<file path="src/rtl/hs_cdc_pulse_pacer.sv">
// Source-side event pacer ahead of a pulse CDC synchronizer: counts incoming events (saturating)
// and re-emits them as single-cycle pulses separated by at least MIN_GAP inactive cycles.
package hs_cdc_pulse_pacer_pkg;
  typedef enum logic {LEVEL_LOW = 1'b0, LEVEL_HIGH = 1'b1} level_e;
endpackage

module hs_cdc_pulse_pacer
  import hs_cdc_pulse_pacer_pkg::*;
#(
  parameter level_e      ACTIVE_LEVEL = LEVEL_HIGH,
  parameter int unsigned CNT_WIDTH    = 8,
  parameter int unsigned MIN_GAP      = 4
) (
  input  logic                 clk,
  input  logic                 srst,
  input  logic                 pulse_in,
  input  logic                 flush,
  input  logic                 overflow_sclr,
  output logic                 pulse_out,
  output logic [CNT_WIDTH-1:0] pend_cnt,
  output logic                 overflow,
  output logic                 busy
);
  localparam int unsigned          GAP_W    = $clog2(MIN_GAP + 1);
  localparam logic                 ACT      = ACTIVE_LEVEL;
  localparam logic [CNT_WIDTH-1:0] CNT_MAX  = '1;
  localparam logic [GAP_W-1:0]     GAP_LOAD = GAP_W'(MIN_GAP - 1);

  typedef enum logic [1:0] {ST_IDLE, ST_EMIT, ST_GAP} state_e;

  state_e               state_q, state_d;
  logic [GAP_W-1:0]     gap_q, gap_d;
  logic [CNT_WIDTH-1:0] pend_q, pend_d;
  logic                 ovf_q, ovf_d;
  logic                 pulse_q;
  logic                 ev, iss, pend_nz;

  assign ev      = (pulse_in == ACT);
  assign pend_nz = (pend_q != '0);

  // Issue decisions look only at the registered count; flush vetoes a new issue.
  always_comb begin
    state_d = state_q;
    gap_d   = gap_q;
    iss     = 1'b0;
    case (state_q)
      ST_IDLE: begin
        if (pend_nz && !flush) begin
          state_d = ST_EMIT;
          iss     = 1'b1;
        end
      end
      ST_EMIT: begin
        state_d = ST_GAP;
        gap_d   = GAP_LOAD;
      end
      ST_GAP: begin
        if (gap_q == '0) begin
          if (pend_nz && !flush) begin
            state_d = ST_EMIT;
            iss     = 1'b1;
          end else begin
            state_d = ST_IDLE;
          end
        end else begin
          gap_d = gap_q - 1'b1;
        end
      end
      default: state_d = ST_IDLE;
    endcase
  end

  // An event coinciding with an issue is a net no-op, so it never drops even at saturation.
  always_comb begin
    pend_d = pend_q;
    ovf_d  = ovf_q;
    if (flush) begin
      pend_d = '0;
    end else if (ev && !iss) begin
      if (pend_q == CNT_MAX) ovf_d = 1'b1;
      else                   pend_d = pend_q + 1'b1;
    end else if (!ev && iss) begin
      pend_d = pend_q - 1'b1;
    end
    if (overflow_sclr) ovf_d = 1'b0;
  end

  always_ff @(posedge clk) begin
    if (srst) begin
      state_q <= ST_IDLE;
      gap_q   <= '0;
      pend_q  <= '0;
      ovf_q   <= 1'b0;
      pulse_q <= ~ACT;
    end else begin
      state_q <= state_d;
      gap_q   <= gap_d;
      pend_q  <= pend_d;
      ovf_q   <= ovf_d;
      pulse_q <= (state_d == ST_EMIT) ? ACT : ~ACT;
    end
  end

  assign pulse_out = pulse_q;
  assign pend_cnt  = pend_q;
  assign overflow  = ovf_q;
  assign busy      = (state_q != ST_IDLE) || pend_nz;
endmodule

</file>
<file path="config.mk">
export PLATFORM = sky130hd
export DESIGN_NAME = hs_cdc_pulse_pacer
export DESIGN_NICKNAME = d
export VERILOG_FILES = /design/src/rtl/hs_cdc_pulse_pacer.sv
export SDC_FILE = /design/constraint.sdc
export NUM_CORES = 1
export LEC_CHECK = 0
export ABC_AREA = 1
export BUFFER_PORTS_ARGS = -buffer_cell sky130_fd_sc_hd__buf_2
export CORE_MARGIN = 2
export CORE_UTILIZATION = 55
export DETAILED_ROUTE_END_ITERATION = 10
export PLACE_DENSITY = 0.78
export SYNTH_ARGS = -nofsm -noshare
export SYNTH_HDL_FRONTEND = slang
export SYNTH_SLANG_ARGS = --single-unit
</file>
<file path="constraint.sdc">
create_clock -name clk -period 2.8 [get_ports clk]
set_input_delay 0.28 -clock clk [delete_from_list [all_inputs] [get_ports clk]]
set_output_delay 0.28 -clock clk [all_outputs]
set_load 0.01 [all_outputs]
</file>
# Yosys cells after proc, flatten, opt, wreduce, memory -nomap -nowiden
# Index checks and enable logic that the tools add are counted.
# W data, S select, Z words.
# word_totals
regBits	15
latchBits	0
ramBits	0
romBits	0
inputBits	5
output_inout_bits	11
elab_cells	46
mem_count	0
# classes
addsub	3
multipliers	0
div_mod_pow	0
magnitude_cmp	0
n_eq_ne	6
shifts	0
n_mux	13
n_bitwise	1
reduce_logical	18
# ops
cell	count
$mux W8	3
$add A8 B1 Y8 const B	1
$eq A8 B8 Y1 const B	1
$reduce_bool A8 Y1	1
$sub A8 B1 Y8 const B	1
$pmux W2 S3	1
$pmux W3 S2	1
$reduce_bool A2 Y1	3
$eq A2 B1 Y1 const B	2
$mux W1	4
$mux W2	2
$ne A2 B2 Y1 const B	2
$reduce_and A2 Y1	2
$reduce_or A2 Y1	2
$logic_and A1 B1 Y1	3
$logic_not A1 Y1	3
$logic_not A3 Y1	1
$mux W3	1
$reduce_and A3 Y1	1
$sub A3 B1 Y3 const B	1
$eq A2 B2 Y1 const B	1
$logic_not A2 Y1	1
$pmux W1 S2	1
$logic_or A1 B1 Y1	1
$not A1 Y1	1

# Depth between registers and ports, before layout
# logic_depth
ltp_word	9
mapped_depth	19

# Least setup slack after synthesis
# Ideal clock, no wire load.
# synth_timing
kind	reg-to-reg
start	register gap_q[0]
end	register pend_q[7] (netlist: pend_cnt[7])
t_arrival_ps	2088
required_ps	2690
path_slack_ps	603
path_stages_with_launch	19
path_buffers	0
path_cell_list	dfxtp_1 inv_1 ha_1 nand2_2 nand2_2 nand2_2 inv_2 nand2_4 nand2_1 ha_1 or2_1 nand2_1 nor2_1 nor2_1 nand2_1 nand3_1 nand2_1 inv_1 nor2_2
# synth_between
elab_chain_cells	7
elab_cells_between_ends	10
classes_between	eq/ne (1); mux (3); reduce/logical (6)
# synth_rtl
item	line_no	rtl
start: declaration	32	logic [GAP_W-1:0] gap_q, gap_d;
start signal: assignment	97	gap_q <= gap_d;
$logic_not A3 Y1 *	58	if (gap_q == '0) begin
$mux W1 *	58	
$pmux W1 S2 *	46	case (state_q)
$logic_not A1 Y1	79	end else if (ev && !iss) begin
$logic_and A1 B1 Y1	79	
$ne A2 B2 Y1 (no source line) / $reduce_bool A2 Y1 (equally long branches)	n/a	
$reduce_and A2 Y1 (no source line)	n/a	
end signal: assignment	98	pend_q <= pend_d;
end: declaration	33	logic [CNT_WIDTH-1:0] pend_q, pend_d;
# Mark *: on every way between the ends. The rest lies on a longest branch, timed or not.
# A chain may end at the register's enable or synchronous reset.

# Worst setup path in the final report
# Same ends and word-level chain as after synthesis.

==> qor.csv <==
stage;metric;value;unit
clock_tree;clock latency at the later pin of the worst-skew pair;280;ps
setup_path;Worst Path Required;2990;ps
floorplanning;total number of placement rows;15;
sta;# setup viols final;0;
route;Routed WL per cell;10.7;µm
setup_path;master of the slowest instance on the critical path;ha_1;
run_status;outcome;complete, no violations;
power;total power divided by cell area;628;mW/mm²
setup_path;Critical Path Fanout Max;9;
min_path;type of the most critical hold path;input pin to register;
route;number of DRC markers in iteration 0;16;
power;post-route total power;0.000707;W
finish;Filler Cells Inserted;180;
power;static leakage power;0.577;nW
sta;number of hold violations in the final report;0;
setup_path;top cell family by delay on the critical path;simple AND/OR/NAND/NOR gates;
synth;number of synthesis warnings;0;
route;final routed DRC violation total;0;
setup_path;Buf+Inv Stages, Crit Path;3;
floorplanning;Die H;46.8;µm
power;maximum vdd ir drop;0.314;mV
route;Final Routed Wirelength;1990;µm
global_routing;number of global-route vias before repair;818;
synth;area share of the largest cell type after synthesis;0.299;
floorplanning;count of pins on the block boundary;16;
place;hpwl dp;1580;µm
clock_tree;number of CTS-inserted buffers;3;
clock_tree;quantity of gates resized following cts;0;
setup_path;nature of the critical path endpoint;register;
synth;Net Count, Synth;158;
synth;flip-flop and latch count after synthesis;15;
sta;fraction of the cycle the final worst path needs;0.861;
sta;Post-Route Hold Slack;141;ps
setup_path;critical path type;register to register;
route;post-route ant nets;0;
sta;maximum frequency from static timing analysis;415;MHz
synth;count of mapped cells out of synthesis;144;
route;Initial DRT Pass Iterations;4;
finish;diodes inserted;0;
sta;transition time of the tightest slew-check pin;534;ps
global_routing;global-route wire length before repair;3450;µm
place;final RePlAce weighted congestion;0.852;
setup_path;cell with the most instances on the worst path;nand2_1;
sta;aggregate negative setup slack;0;ps
synth;cell type with the highest aggregate area in the netlist;dfxtp_1;
sta;minimum period implied by the final worst setup slack;2410;ps
synth;Unique masters post-synth;24;
synth;synthesized area per cell;6.99;µm²
clock_tree;Max Root-Sink Buffers;2;
clock_tree;number of clock sinks;15;
sta;setup repair after global routing missed its margin;false;
finish;final-stage net count;177;
sta;final setup slack of the worst path;390;ps
setup_path;sequence of cells on the critical path;inv_1 > ha_1 > nand2_2 > nand2_2 > nand2_2 > inv_2 > nand2_4 > nand2_1 > ha_1 > or2_1 > nand2_1 > nor2_1 > nor2_1 > nand2_1 > nand3_1 > nand2_1 > inv_1 > nor2_2;
synth;sequential-to-total area share from yosys stat;0.299;
setup_path;WP data arrival;2600;ps
clock_tree;Setup Fix Bufs, Post-CTS;0;
sta;max_slew headroom;0.643;
place;setup slack at placement;403;ps
clock_tree;Max H-tree Level;1;
sta;Worst Skew;3.15;ps
finish;synthesis-to-finish area growth;11.8;%
floorplanning;initial standard-cell utilization of the core;0.583;
global_routing;GRT Util Overall;0.222;
global_routing;overflow left after global routing;0;
run;reported max-cap violation count;0;
clock_tree;TritonCTS clock tree;done;
finish;fraction of layout instances using a drive strength above 1;0.191;
floorplanning;full die area;0.00219;mm²
place;number of buffers inserted by port buffering;15;
synth;top area cells in the synthesized netlist;dfxtp_1 (30%), ha_1 (10%), nand2_1 (9.7%);
synth;netlist area before placement;0.00101;mm²
global_routing;pin count of the biggest net entering global routing;16;
route;average vias per placed instance;4.97;
clock_tree;clock transition time at the flip-flop clock pins of the worst setup and hold paths;90;ps
setup_path;type of element launching the critical path;register;
floorplanning;width of the chip;46.8;µm
clock_tree;clock tree root driver cell;clkbuf_4;
global_routing;number of antenna violations at the first check in global routing;0;
clock_tree;cts hold-fix bufs;0;
setup_path;Slowest Stage Delay on Critical Path;420;ps
sta;Slew Limit Fails;0;
finish;Post-Route Utilization;0.651;
route;via total after detailed routing;929;
floorplanning;Floorplan Core Area;0.00173;mm²
## state kept, by name (all words and copies together) (netlist names)
register   flops
gap_q          3
overflow       1
pulse_out      1
pend_cnt       8
state_q        2
## per-layer routing
layer  part of all wire  GRT usage  wire length [µm]
met5                  0          0                 0
met4             0.0070     0.0667                14
met3              0.043     0.0462                85
met2               0.46      0.356               919
met1               0.49      0.300               972
## logic make-up (layout without fill, tap and decap cells)
kind of cell,Yosys count,after routing,synth area share
simple gates,69,69,0.317
compound gates,24,24,0.123
buf+inv,21,39,0.0895
flops,15,15,0.299
fa+ha+maj,9,9,0.119
xor+xnor,6,6,0.0522
## layout make-up
cell class / instances / area, µm² / area share
Multi-Input combinational cell: 108 / 616 / 0.547
Sequential cell: 15 / 300 / 0.267
Inverter: 20 / 75.1 / 0.0667
Clock inverter: 1 / 5.00 / 0.00445
Clock buffer: 3 / 22.5 / 0.0200
Tap cell: 25 / 31.3 / 0.0278
Timing Repair Buffer: 15 / 75.1 / 0.0667
## worst paths after layout
path	cells past startpoint	slack, ps	start	to
min reg2reg	2	510	gap_q[1]	gap_q[1]
max reg2reg	18	390	gap_q[0]	pend_cnt[7]
min	2	140	overflow_sclr	overflow
max	18	390	gap_q[0]	pend_cnt[7]
## worst register-to-register path, stage by stage (launching register included)
cell and delay [ps]:
dfxtp_1 310, inv_1 70, ha_1 210, nand2_2 80
nand2_2 50, nand2_2 70, inv_2 40, nand2_4 70
nand2_1 220, ha_1 420, or2_1 240, nand2_1 110
nor2_1 50, nor2_1 90, nand2_1 70, nand3_1 80
nand2_1 50, inv_1 60, nor2_2 30
## per-stage QoR
step,area (µm²),std cells
global route,1120,187
floorplan,1010,144
finish,1120,187
global placement,1100,183
CTS,1120,187
detailed placement,1100,183
## cells in the final DEF, fill, tap and decap left out
cell,n
a21oi_1,12
a31oi_1,1
buf_2,15
clkbuf_4,3
clkinv_2,1
dfxtp_1,15
fa_1,1
ha_1,8
inv_1,18
inv_2,2
nand2_1,26
nand2_2,5
nand2_4,2
nand3_1,4
nand3_2,1
nand4_1,3
nor2_1,24
nor2_2,1
nor2_4,1
nor3_1,1
o211ai_1,1
o21ai_0,7
o21ai_1,3
or2_1,1
xnor2_1,2
xor2_1,4
## power breakdown
group | switching, W | internal (W)
registers | 0.0000269 | 0.000238
logic | 0.000195 | 0.000123
clock network | 0.0000708 | 0.0000530
total | 0.000293 | 0.000414
## synth_stat cells (all sizes together)
master,count
a21oi,12
a31oi,1
buf,1
dfxtp,15
fa,1
ha,8
inv,20
nand2,33
nand3,5
nand4,3
nor2,26
nor3,1
o211ai,1
o21ai,10
or2,1
xnor2,2
xor2,4
Power figures use the tool's default switching activity.
